==> config.mk <==
export PLATFORM = sky130hd
export DESIGN_NAME = mat_result_drain
export DESIGN_NICKNAME = d
export VERILOG_FILES = /design/src/rtl/mat_pkg.sv /design/src/rtl/mat_idx_counter.sv /design/src/rtl/mat_result_drain.sv
export SDC_FILE = /design/constraint.sdc
export NUM_CORES = 1
export LEC_CHECK = 0
export BUFFER_PORTS_ARGS = -buffer_cell sky130_fd_sc_hd__buf_2
export CAP_MARGIN = 20
export CORE_AREA = 5 5 259 261
export CTS_CLUSTER_DIAMETER = 60
export DETAILED_ROUTE_END_ITERATION = 8
export DIE_AREA = 0 0 264 266
export PLACE_DENSITY_LB_ADDON = 0.2
export SLEW_MARGIN = 10
export SYNTH_ARGS = -nofsm -noshare
export SYNTH_HDL_FRONTEND = slang
export SYNTH_HIERARCHICAL = 1
export SYNTH_SLANG_ARGS = --single-unit
==> constraint.sdc <==
create_clock -name i_clk -period 26.5 [get_ports i_clk]
set_input_delay 5.3 -clock i_clk [delete_from_list [all_inputs] [get_ports i_clk]]
set_output_delay 5.3 -clock i_clk [all_outputs]
set_load 0.05 [all_outputs]
==> src/rtl/mat_pkg.sv <==
`default_nettype none
// +----------------------------------------------------------------------------+
// | Module      : mat_pkg                                                      |
// | Description : Shared definitions for the systolic matrix-multiply blocks:  |
// |               default operand width and matrix size, the row/col to        |
// |               element-index helper, the bit offset of an element in the    |
// |               flattened matrix bus (element 00 at the MSB end), and the    |
// |               result-drain FSM state type.                                 |
// | Revision    : 1.0 - initial release                                        |
// +----------------------------------------------------------------------------+
package mat_pkg;

  localparam int MAT_W = 32;
  localparam int MAT_N = 3;

  typedef logic [0:0] drain_state_t;
  localparam drain_state_t ST_IDLE   = 1'b0;
  localparam drain_state_t ST_STREAM = 1'b1;

  // Index width for a 0..n-1 counter; never narrower than one bit.
  function automatic int idx_w(input int n);
    return (n > 1) ? $clog2(n) : 1;
  endfunction

  // Row-major linear element index.
  function automatic int elem_idx(input int r, input int c, input int n);
    return r * n + c;
  endfunction

  // LSB position of element (r,c) in a flattened n*n bus of ew-bit elements.
  function automatic int elem_off(input int r, input int c, input int n, input int ew);
    return (n * n - 1 - elem_idx(r, c, n)) * ew;
  endfunction

endpackage
`default_nettype wire

==> src/rtl/mat_idx_counter.sv <==
`default_nettype none
// +----------------------------------------------------------------------------+
// | Module      : mat_idx_counter                                              |
// | Description : Row-major (row,col) walker over an N x N matrix.             |
// |               clr_i forces (0,0); en_i advances col, wrapping into row;    |
// |               after (N-1,N-1) it wraps back to (0,0).                      |
// | Ports       : clk_i, rst_i (async, active-high), clr_i, en_i,              |
// |               row_o, col_o (current index), last_o (index is N-1,N-1).     |
// | Revision    : 1.0 - initial release                                        |
// +----------------------------------------------------------------------------+
module mat_idx_counter
  import mat_pkg::*;
#(
  parameter int N = MAT_N
) (
  input  logic                  clk_i,
  input  logic                  rst_i,
  input  logic                  clr_i,
  input  logic                  en_i,
  output logic [idx_w(N)-1:0]   row_o,
  output logic [idx_w(N)-1:0]   col_o,
  output logic                  last_o
);

  localparam int            IW    = idx_w(N);
  localparam logic [IW-1:0] c_MAX = IW'(N - 1);
  localparam logic [IW-1:0] c_ONE = IW'(1);

  logic [IW-1:0] row_q, row_d;
  logic [IW-1:0] col_q, col_d;

  always_comb begin
    row_d = row_q;
    col_d = col_q;
    if (clr_i) begin
      row_d = '0;
      col_d = '0;
    end else if (en_i) begin
      if (col_q == c_MAX) begin
        col_d = '0;
        row_d = (row_q == c_MAX) ? '0 : row_q + c_ONE;
      end else begin
        col_d = col_q + c_ONE;
      end
    end
  end

  always_ff @(posedge clk_i or posedge rst_i) begin
    if (rst_i) begin
      row_q <= '0;
      col_q <= '0;
    end else begin
      row_q <= row_d;
      col_q <= col_d;
    end
  end

  assign row_o  = row_q;
  assign col_o  = col_q;
  assign last_o = (row_q == c_MAX) && (col_q == c_MAX);

endmodule
`default_nettype wire

==> src/rtl/mat_result_drain.sv <==
`default_nettype none
// +----------------------------------------------------------------------------+
// | Module      : mat_result_drain                                             |
// | Description : Captures a flattened N x N result matrix (2W-bit elements)   |
// |               on a completion strobe into a single-frame shadow buffer and |
// |               serializes it row-major over a valid/ready stream.           |
// |               Strobes arriving while a frame is still streaming are        |
// |               dropped and flagged on the sticky overrun output.            |
// | Ports       : i_clk, i_rst (async, active-high)                            |
// |               i_C_valid / i_C   : frame capture strobe and matrix bus      |
// |               o_ready           : able to accept a new frame               |
// |               o_valid / o_data / i_ready : element stream handshake        |
// |               o_row, o_col, o_last : index of current element              |
// |               o_frame_cnt       : frames fully drained (wraps at 2^16)     |
// |               o_overrun         : sticky dropped-frame flag                |
// | Revision    : 1.0 - initial release                                        |
// +----------------------------------------------------------------------------+
module mat_result_drain
  import mat_pkg::*;
#(
  parameter int W = MAT_W,
  parameter int N = MAT_N
) (
  input  logic                   i_clk,
  input  logic                   i_rst,
  input  logic                   i_C_valid,
  input  logic [2*W*N*N-1:0]     i_C,
  output logic                   o_ready,
  output logic [2*W-1:0]         o_data,
  output logic                   o_valid,
  input  logic                   i_ready,
  output logic [idx_w(N)-1:0]    o_row,
  output logic [idx_w(N)-1:0]    o_col,
  output logic                   o_last,
  output logic [15:0]            o_frame_cnt,
  output logic                   o_overrun
);

  localparam int EW = 2 * W;
  localparam int CW = EW * N * N;
  localparam int IW = idx_w(N);
  localparam int OW = (CW > 1) ? $clog2(CW) : 1;

  drain_state_t  state_q, state_d;
  logic [CW-1:0] shadow_q, shadow_d;
  logic [15:0]   frame_cnt_q, frame_cnt_d;
  logic          overrun_q, overrun_d;

  logic          w_idle;
  logic          w_stream;
  logic          w_accept;
  logic          w_beat;
  logic          w_last;
  logic [IW-1:0] w_row;
  logic [IW-1:0] w_col;
  logic [OW-1:0] w_off;

  assign w_idle   = (state_q == ST_IDLE);
  assign w_stream = (state_q == ST_STREAM);
  assign w_accept = w_idle && i_C_valid;
  assign w_beat   = w_stream && i_ready;

  // Accepting a frame rewinds the walker to (0,0); the last beat wraps it
  // back there anyway, so both paths leave it ready for the next frame.
  mat_idx_counter #(
    .N (N)
  ) u_idx (
    .clk_i  (i_clk),
    .rst_i  (i_rst),
    .clr_i  (w_accept),
    .en_i   (w_beat),
    .row_o  (w_row),
    .col_o  (w_col),
    .last_o (w_last)
  );

  always_comb begin
    state_d     = state_q;
    shadow_d    = shadow_q;
    frame_cnt_d = frame_cnt_q;
    overrun_d   = overrun_q;
    case (state_q)
      ST_IDLE: begin
        if (i_C_valid) begin
          shadow_d = i_C;
          state_d  = ST_STREAM;
        end
      end
      ST_STREAM: begin
        // The shadow buffer is busy until the last beat has left, so any
        // strobe here (including the last-beat cycle) is a dropped frame.
        if (i_C_valid) begin
          overrun_d = 1'b1;
        end
        if (i_ready && w_last) begin
          frame_cnt_d = frame_cnt_q + 16'd1;
          state_d     = ST_IDLE;
        end
      end
      default: begin
        state_d = ST_IDLE;
      end
    endcase
  end

  always_ff @(posedge i_clk or posedge i_rst) begin
    if (i_rst) begin
      state_q     <= ST_IDLE;
      shadow_q    <= '0;
      frame_cnt_q <= '0;
      overrun_q   <= 1'b0;
    end else begin
      state_q     <= state_d;
      shadow_q    <= shadow_d;
      frame_cnt_q <= frame_cnt_d;
      overrun_q   <= overrun_d;
    end
  end

  // Element select is driven only by registered index and buffer, so the
  // stream outputs stay stable across stalls without extra holding logic.
  assign w_off = OW'(elem_off(int'(w_row), int'(w_col), N, EW));

  assign o_ready     = w_idle;
  assign o_valid     = w_stream;
  assign o_data      = shadow_q[w_off +: EW];
  assign o_row       = w_row;
  assign o_col       = w_col;
  assign o_last      = w_stream && w_last;
  assign o_frame_cnt = frame_cnt_q;
  assign o_overrun   = overrun_q;

endmodule
`default_nettype wire

==> impl_metrics.json, run 1 <==
{
  "layout-area-overhead-vs-synth_pct": 23.4,
  "worst_slew_pin_slew_ps": 1160,
  "dieHeight_um": 266,
  "pin_count_of_the_biggest_net_entering_global_routing": 190,
  "crit_slowest_cell": "sky130_fd_sc_hd__fa_4",
  "clock_insertion_delay_worst_skew_ps": 600,
  "worstPathArrival_ps": 5890,
  "cts-root-to-sink-buffers": 3,
  "cts_tree": "yes",
  "synth_cells": 1833,
  "synthTopCellsByArea": "sky130_fd_sc_hd__dfrtp_1, sky130_fd_sc_hd__mux2_2, sky130_fd_sc_hd__mux4_2",
  "floorplan.rows": 93,
  "grt_first_pass_wirelength_um": 131000,
  "post-cts-setup-buffers": 0,
  "rsz0062_at_grt": "no",
  "drt_first_pass_iters": 6,
  "detail_route.wl_per_cell_um": 26.5,
  "path_cells": "ha_1, ha_1, inv_1, ha_4, inv_1, fa_4, buf_4, nand2b_2, o22ai_1, o31ai_1, buf_2",
  "logic_depth_of_the_worst_register_to_register_path": 4,
  "finalHoldWorstSlack_ps": 469,
  "grt_antenna_before_repair": 75,
  "initial_core_util": 0.421,
  "htree_num_levels": 3,
  "asyncSetResetFlopFracSynth": 1.00,
  "critPathKind": "reg -> out",
  "worst-path-max-fanout": 54,
  "synth_common_cells": "sky130_fd_sc_hd__mux2_2, sky130_fd_sc_hd__dfrtp_1, sky130_fd_sc_hd__nand2_1",
  "worst_setup_path_start_kind": "flop",
  "synth-warning-count": 6,
  "io-pin-count": 668,
  "drv.max_cap_violation_count": 0,
  "fp.dieW_um": 264,
  "run_status": "completed",
  "utilization": 0.520,
  "fin_worst_skew_ps": 24.3,
  "min-delay-start": "o_frame_cnt[15]",
  "drc": 0,
  "setup_total_negative_slack_ps": 0,
  "place.port_buffers": 667,
  "finalCriticalPeriod_ps": 11190,
  "worstPathBufferInverterCount": 4,
  "period_share": 0.422,
  "critPathLaunch": "u_idx/row_o[0]",
  "routability_driven_placement_congestion_ratio": 0.921,
  "synth-edff-count": 0,
  "min_path_cells": 1,
  "num-fill-cells": 5706,
  "timing.critical_path.to_type": "primary output",
  "die_area_um2": 70200,
  "clock-sinks": 598,
  "drive_gt1_frac": 0.617,
  "timing.critical_path.depth": 11,
  "postSynthRegisterBits": 598,
  "first_global_vias": 19900,
  "beginning_of_the_worst_register_to_register_path": "o_valid",
  "max_clock_freq_mhz": 89.4,
  "slowest_delay_ps": 1280,
  "setup_violations": 0,
  "floorplan.core_area_um2": 64200,
  "clk_pin_slew_ps": 60,
  "hold_violations": 0,
  "numCtsBuffers": 69,
  "cts.hold.buffers_added": 0,
  "post_drt_via_cell_ratio": 5.41,
  "synthesis.area_um2": 27100,
  "cts_root_buf": "sky130_fd_sc_hd__clkbuf_16",
  "grtUsageTotal": 0.248,
  "cpLargestDelayFamily": "adder cells",
  "synth_top_area_share": 0.553,
  "ys_dominant_reg_cell": "sky130_fd_sc_hd__dfrtp_1",
  "max_slew_margin": 0.225,
  "grt_remaining_overflow": 0,
  "vias": 18400,
  "most_frequent_cell_after_synthesis": "sky130_fd_sc_hd__mux2_2",
  "yosysTopAreaCell": "sky130_fd_sc_hd__dfrtp_1",
  "avg_inst_size_synth_um2": 14.8,
  "synth_nets": 2420,
  "finish.net_count": 3050,
  "seq_area_frac_synth": 0.553,
  "cp_data_required_time_ps": 21200,
  "iter_0_drt_violations": 1226,
  "hold_path_class": "reg -> reg",
  "drt.antenna.violating_nets": 0,
  "slew_viol_final": 0,
  "detailed_place_hpwl_um": 66700,
  "synth_cell_types": 39,
  "postRouteWirelength_um": 90300,
  "postCtsResizedCells": 0
}
cells by family (layout without fill, tap and decap cells):
group,count (synthesis),after routing,share of synthesized area
adder cells (fa/ha/maj),7,7,0.00351
buffers and inverters,143,818,0.0274
other,0,40,0
multiplexers,771,771,0.346
XOR/XNOR,16,16,0.00518
flip-flops,598,598,0.553
AO/OA/AOI/OAI,132,132,0.0347
AND/OR/NAND/NOR,166,166,0.0303
worst register-to-register path: cells and delay by family (launching register included):
| kind | cells | cell delay, ps |
|---|---|---|
| buffers and inverters | 2 | 1920 |
| DFF | 1 | 490 |
| muxes | 1 | 480 |
| and+or+nand+nor | 1 | 180 |
stage by stage:
step | cells | setup WS, ps | instance area (um^2)
2_1_floorplan | 1833 | 4580 | 27100
3_3_place_gp | 3244 | 15970 | 31000
3_5_place_dp | 3244 | 15880 | 31000
4_1_cts | 3360 | 15230 | 33200
5_1_grt | 3393 | 15120 | 33400
6_report | 3403 | 15310 | 33400
layout by cell type (no fill, tap or decap), drive strengths merged:
cell,netlist,layout
a21oi,2,2
o31ai,37,37
and3,3,3
o21a,1,1
bufinv,0,4
and2,3,3
nand2,95,95
xor2,3,3
or3b,2,2
fa,1,1
mux2,679,679
buf,98,692
nand3b,1,1
a21o,1,1
nor3b,1,1
and4,4,4
clkbuf,35,97
o22ai,37,37
ha,6,6
or2,1,1
xnor2,13,13
nand3,6,6
or2b,1,1
a31oi,27,27
diode,0,40
clkinv,0,12
o221ai,27,27
mux2i,28,28
and3b,1,1
mux4,64,64
and4bb,1,1
nand4,3,3
dfrtp,598,598
nor3,1,1
nand2b,4,4
nor2b,39,39
inv,10,13
cell type report:
cell class                 count  area (um^2)  area share
clock inverter                19          231     0.00693
tap                          855         1070      0.0320
clock buffer                  97         1970      0.0591
timing repair buffer         692         3590       0.107
multi-input combinational   1092        11400       0.342
sequential                   598        15000       0.448
antenna                       40          100     0.00300
inverter                      10         45.0     0.00135
registers in the layout (all words and copies together), names as in the netlist:
register / flops
o_frame_cnt: 16
o_overrun: 1
o_valid: 1
shadow_q: 576
u_idx/col_o: 2
u_idx/row_o: 2
metal layers:
layer,vias up,track usage,wire length [um]
li1,8035,-,-
met1,9473,0.339,38900
met2,653,0.379,41100
met3,202,0.0747,6860
met4,48,0.0899,3150
met5,-,0,297
worst paths after layout:
path	to	slack [ps]
max	o_data[8]	15310
min	o_frame_cnt[15]	470
max reg2reg	shadow_q[33]	23310
min reg2reg	o_frame_cnt[15]	470
max in group asynchronous	shadow_q[143]	18570
min in group asynchronous	u_idx/row_o[0]	4640
Power of run 1 is left out: the tool's default activity adds up to more than one toggle a clock period on the data nets, which glitch-free logic cannot reach.
==> inputs of run 2 (changes only) <==
==> constraint.sdc (replaced) <==
create_clock -name i_clk -period 11.3 [get_ports i_clk]
set_input_delay 2.26 -clock i_clk [delete_from_list [all_inputs] [get_ports i_clk]]
set_output_delay 2.26 -clock i_clk [all_outputs]
set_load 0.05 [all_outputs]
==> run 2 against run 1 <==
Register-to-register slack worse by 16000 ps. Worst setup slack worse by 11000 ps. Global-route usage is 0.27 points higher. Via count is 0.97% lower. Clock skew is 2.2 ps lower. Worst hold slack worse by 18 ps.
==> impl_metrics.json, run 2 (synthesis results as in run 1) <==
{
  "floorplan.core_area_um2": 64200,
  "grt_remaining_overflow": 0,
  "timing.critical_path.to_type": "primary output",
  "drive_gt1_frac": 0.618,
  "period_share": 0.650,
  "worstPathBufferInverterCount": 3,
  "hold_violations": 0,
  "drc": 0,
  "hold_path_class": "reg -> reg",
  "cts.hold.buffers_added": 0,
  "finish.net_count": 3043,
  "fin_worst_skew_ps": 22.1,
  "pin_count_of_the_biggest_net_entering_global_routing": 184,
  "cts-root-to-sink-buffers": 3,
  "cp_data_required_time_ps": 9040,
  "rsz0062_at_grt": "no",
  "detailed_place_hpwl_um": 67400,
  "run_status": "completed",
  "cts_root_buf": "sky130_fd_sc_hd__clkbuf_16",
  "worst_setup_path_start_kind": "flop",
  "layout-area-overhead-vs-synth_pct": 23.8,
  "fp.dieW_um": 264,
  "detail_route.wl_per_cell_um": 26.8,
  "clock-sinks": 598,
  "post-cts-setup-buffers": 0,
  "ff2ff_setup_slack_ps": 7550,
  "drt.antenna.violating_nets": 0,
  "dieHeight_um": 266,
  "number_of_flip_flops_in_the_largest_register": 576,
  "layout.cells.most_common_list": "sky130_fd_sc_hd__mux2_2, sky130_fd_sc_hd__buf_2, sky130_fd_sc_hd__dfrtp_1",
  "layout.cells.most_common": "sky130_fd_sc_hd__mux2_2",
  "setup_violations": 0,
  "clk_pin_slew_ps": 60,
  "floorplan.rows": 93,
  "max_clock_freq_mhz": 136,
  "critPathKind": "reg -> out",
  "num-fill-cells": 5576,
  "post_drt_via_cell_ratio": 5.37,
  "initial_core_util": 0.421,
  "setup_total_negative_slack_ps": 0,
  "numCtsBuffers": 68,
  "place.port_buffers": 667,
  "max_slew_margin": 0.253,
  "path_cells": "ha_1, ha_1, inv_1, ha_4, inv_1, fa_4, or2_2, o22ai_1, o31ai_1, buf_2",
  "slowest_delay_ps": 1240,
  "worstPathArrival_ps": 5080,
  "largest_register": "shadow_q",
  "layout.area.seq_um2": 15000,
  "die_area_um2": 70200,
  "postCtsResizedCells": 0,
  "iter_0_drt_violations": 1150,
  "grt_antenna_before_repair": 48,
  "grt_first_pass_wirelength_um": 132000,
  "cpLargestDelayFamily": "adder cells",
  "worst_slew_pin_slew_ps": 1120,
  "finalCriticalPeriod_ps": 7340,
  "htree_num_levels": 3,
  "routability_driven_placement_congestion_ratio": 0.907,
  "drv.max_cap_violation_count": 0,
  "slew_viol_final": 0,
  "worst-path-max-fanout": 54,
  "drt_first_pass_iters": 5,
  "io-pin-count": 668,
  "clock_insertion_delay_worst_skew_ps": 600,
  "multiInputGateArea_um2": 11400,
  "crit_slowest_cell": "sky130_fd_sc_hd__fa_4",
  "grtUsageTotal": 0.251,
  "postRouteWirelength_um": 90800,
  "vias": 18200,
  "first_global_vias": 19600,
  "cts_tree": "yes"
}
==> run 2: cell types whose count changed in the layout (fill, tap and decap cells not counted), moves of 2 or more <==
cell and change:
sky130_fd_sc_hd__buf_12 +3, sky130_fd_sc_hd__buf_16 -2, sky130_fd_sc_hd__buf_4 -7, sky130_fd_sc_hd__bufinv_16 +4, sky130_fd_sc_hd__clkbuf_1 -2, sky130_fd_sc_hd__clkbuf_8 +7, sky130_fd_sc_hd__clkinv_2 -3, sky130_fd_sc_hd__clkinvlp_4 +4
sky130_fd_sc_hd__diode_2 -12, sky130_fd_sc_hd__inv_8 -2
==> run 2: cell type report <==
type                    count  share of cell area
repair buffers            686               0.106
inverters                  10             0.00123
well taps                 855              0.0319
multi-input cells        1092               0.341
clock buffers             101              0.0608
flip-flops and latches    598               0.446
diodes                     28             0.00209
clock inverters            23              0.0109
==> run 2: final timing paths <==
check | cells past startpoint | startpoint | endpoint
max | 10 | u_idx/row_o[0] | o_data[30]
min | 1 | o_overrun | o_overrun
max reg2reg | 4 | o_valid | shadow_q[525]
min reg2reg | 1 | o_overrun | o_overrun
max in group asynchronous | 5 | i_rst | shadow_q[80]
min in group asynchronous | 2 | i_rst | u_idx/col_o[1]
==> run 2: worst reg2reg max path, cell delays in order (launching register included) <==
cell,delay [ps]
sky130_fd_sc_hd__dfrtp_1,490
sky130_fd_sc_hd__nor2b_4,850
sky130_fd_sc_hd__buf_4,890
sky130_fd_sc_hd__buf_12,680
sky130_fd_sc_hd__mux2_2,740
==> run 2: metrics by stage <==
step	setup slack (ps)	utilization	hold slack [ps]	area (um^2)	std cells
6_report	3960	0.522	452	33500	3393
5_1_grt	3730	0.522	469	33500	3383
4_1_cts	3910	0.521	452	33500	3365
3_5_place_dp	4550	0.483	440	31100	3241
3_3_place_gp	4530	0.483	435	31100	3241
2_1_floorplan	941	-	475	27100	1833
==> run 2: per-layer routing <==
metal,up-vias,GRT usage,part of all wire
met5,-,0,0.0024
met4,36,0.0634,0.027
met3,155,0.0709,0.065
met2,596,0.389,0.46
met1,9427,0.352,0.45
li1,8018,-,-
Power of run 2 is left out for the same reason.
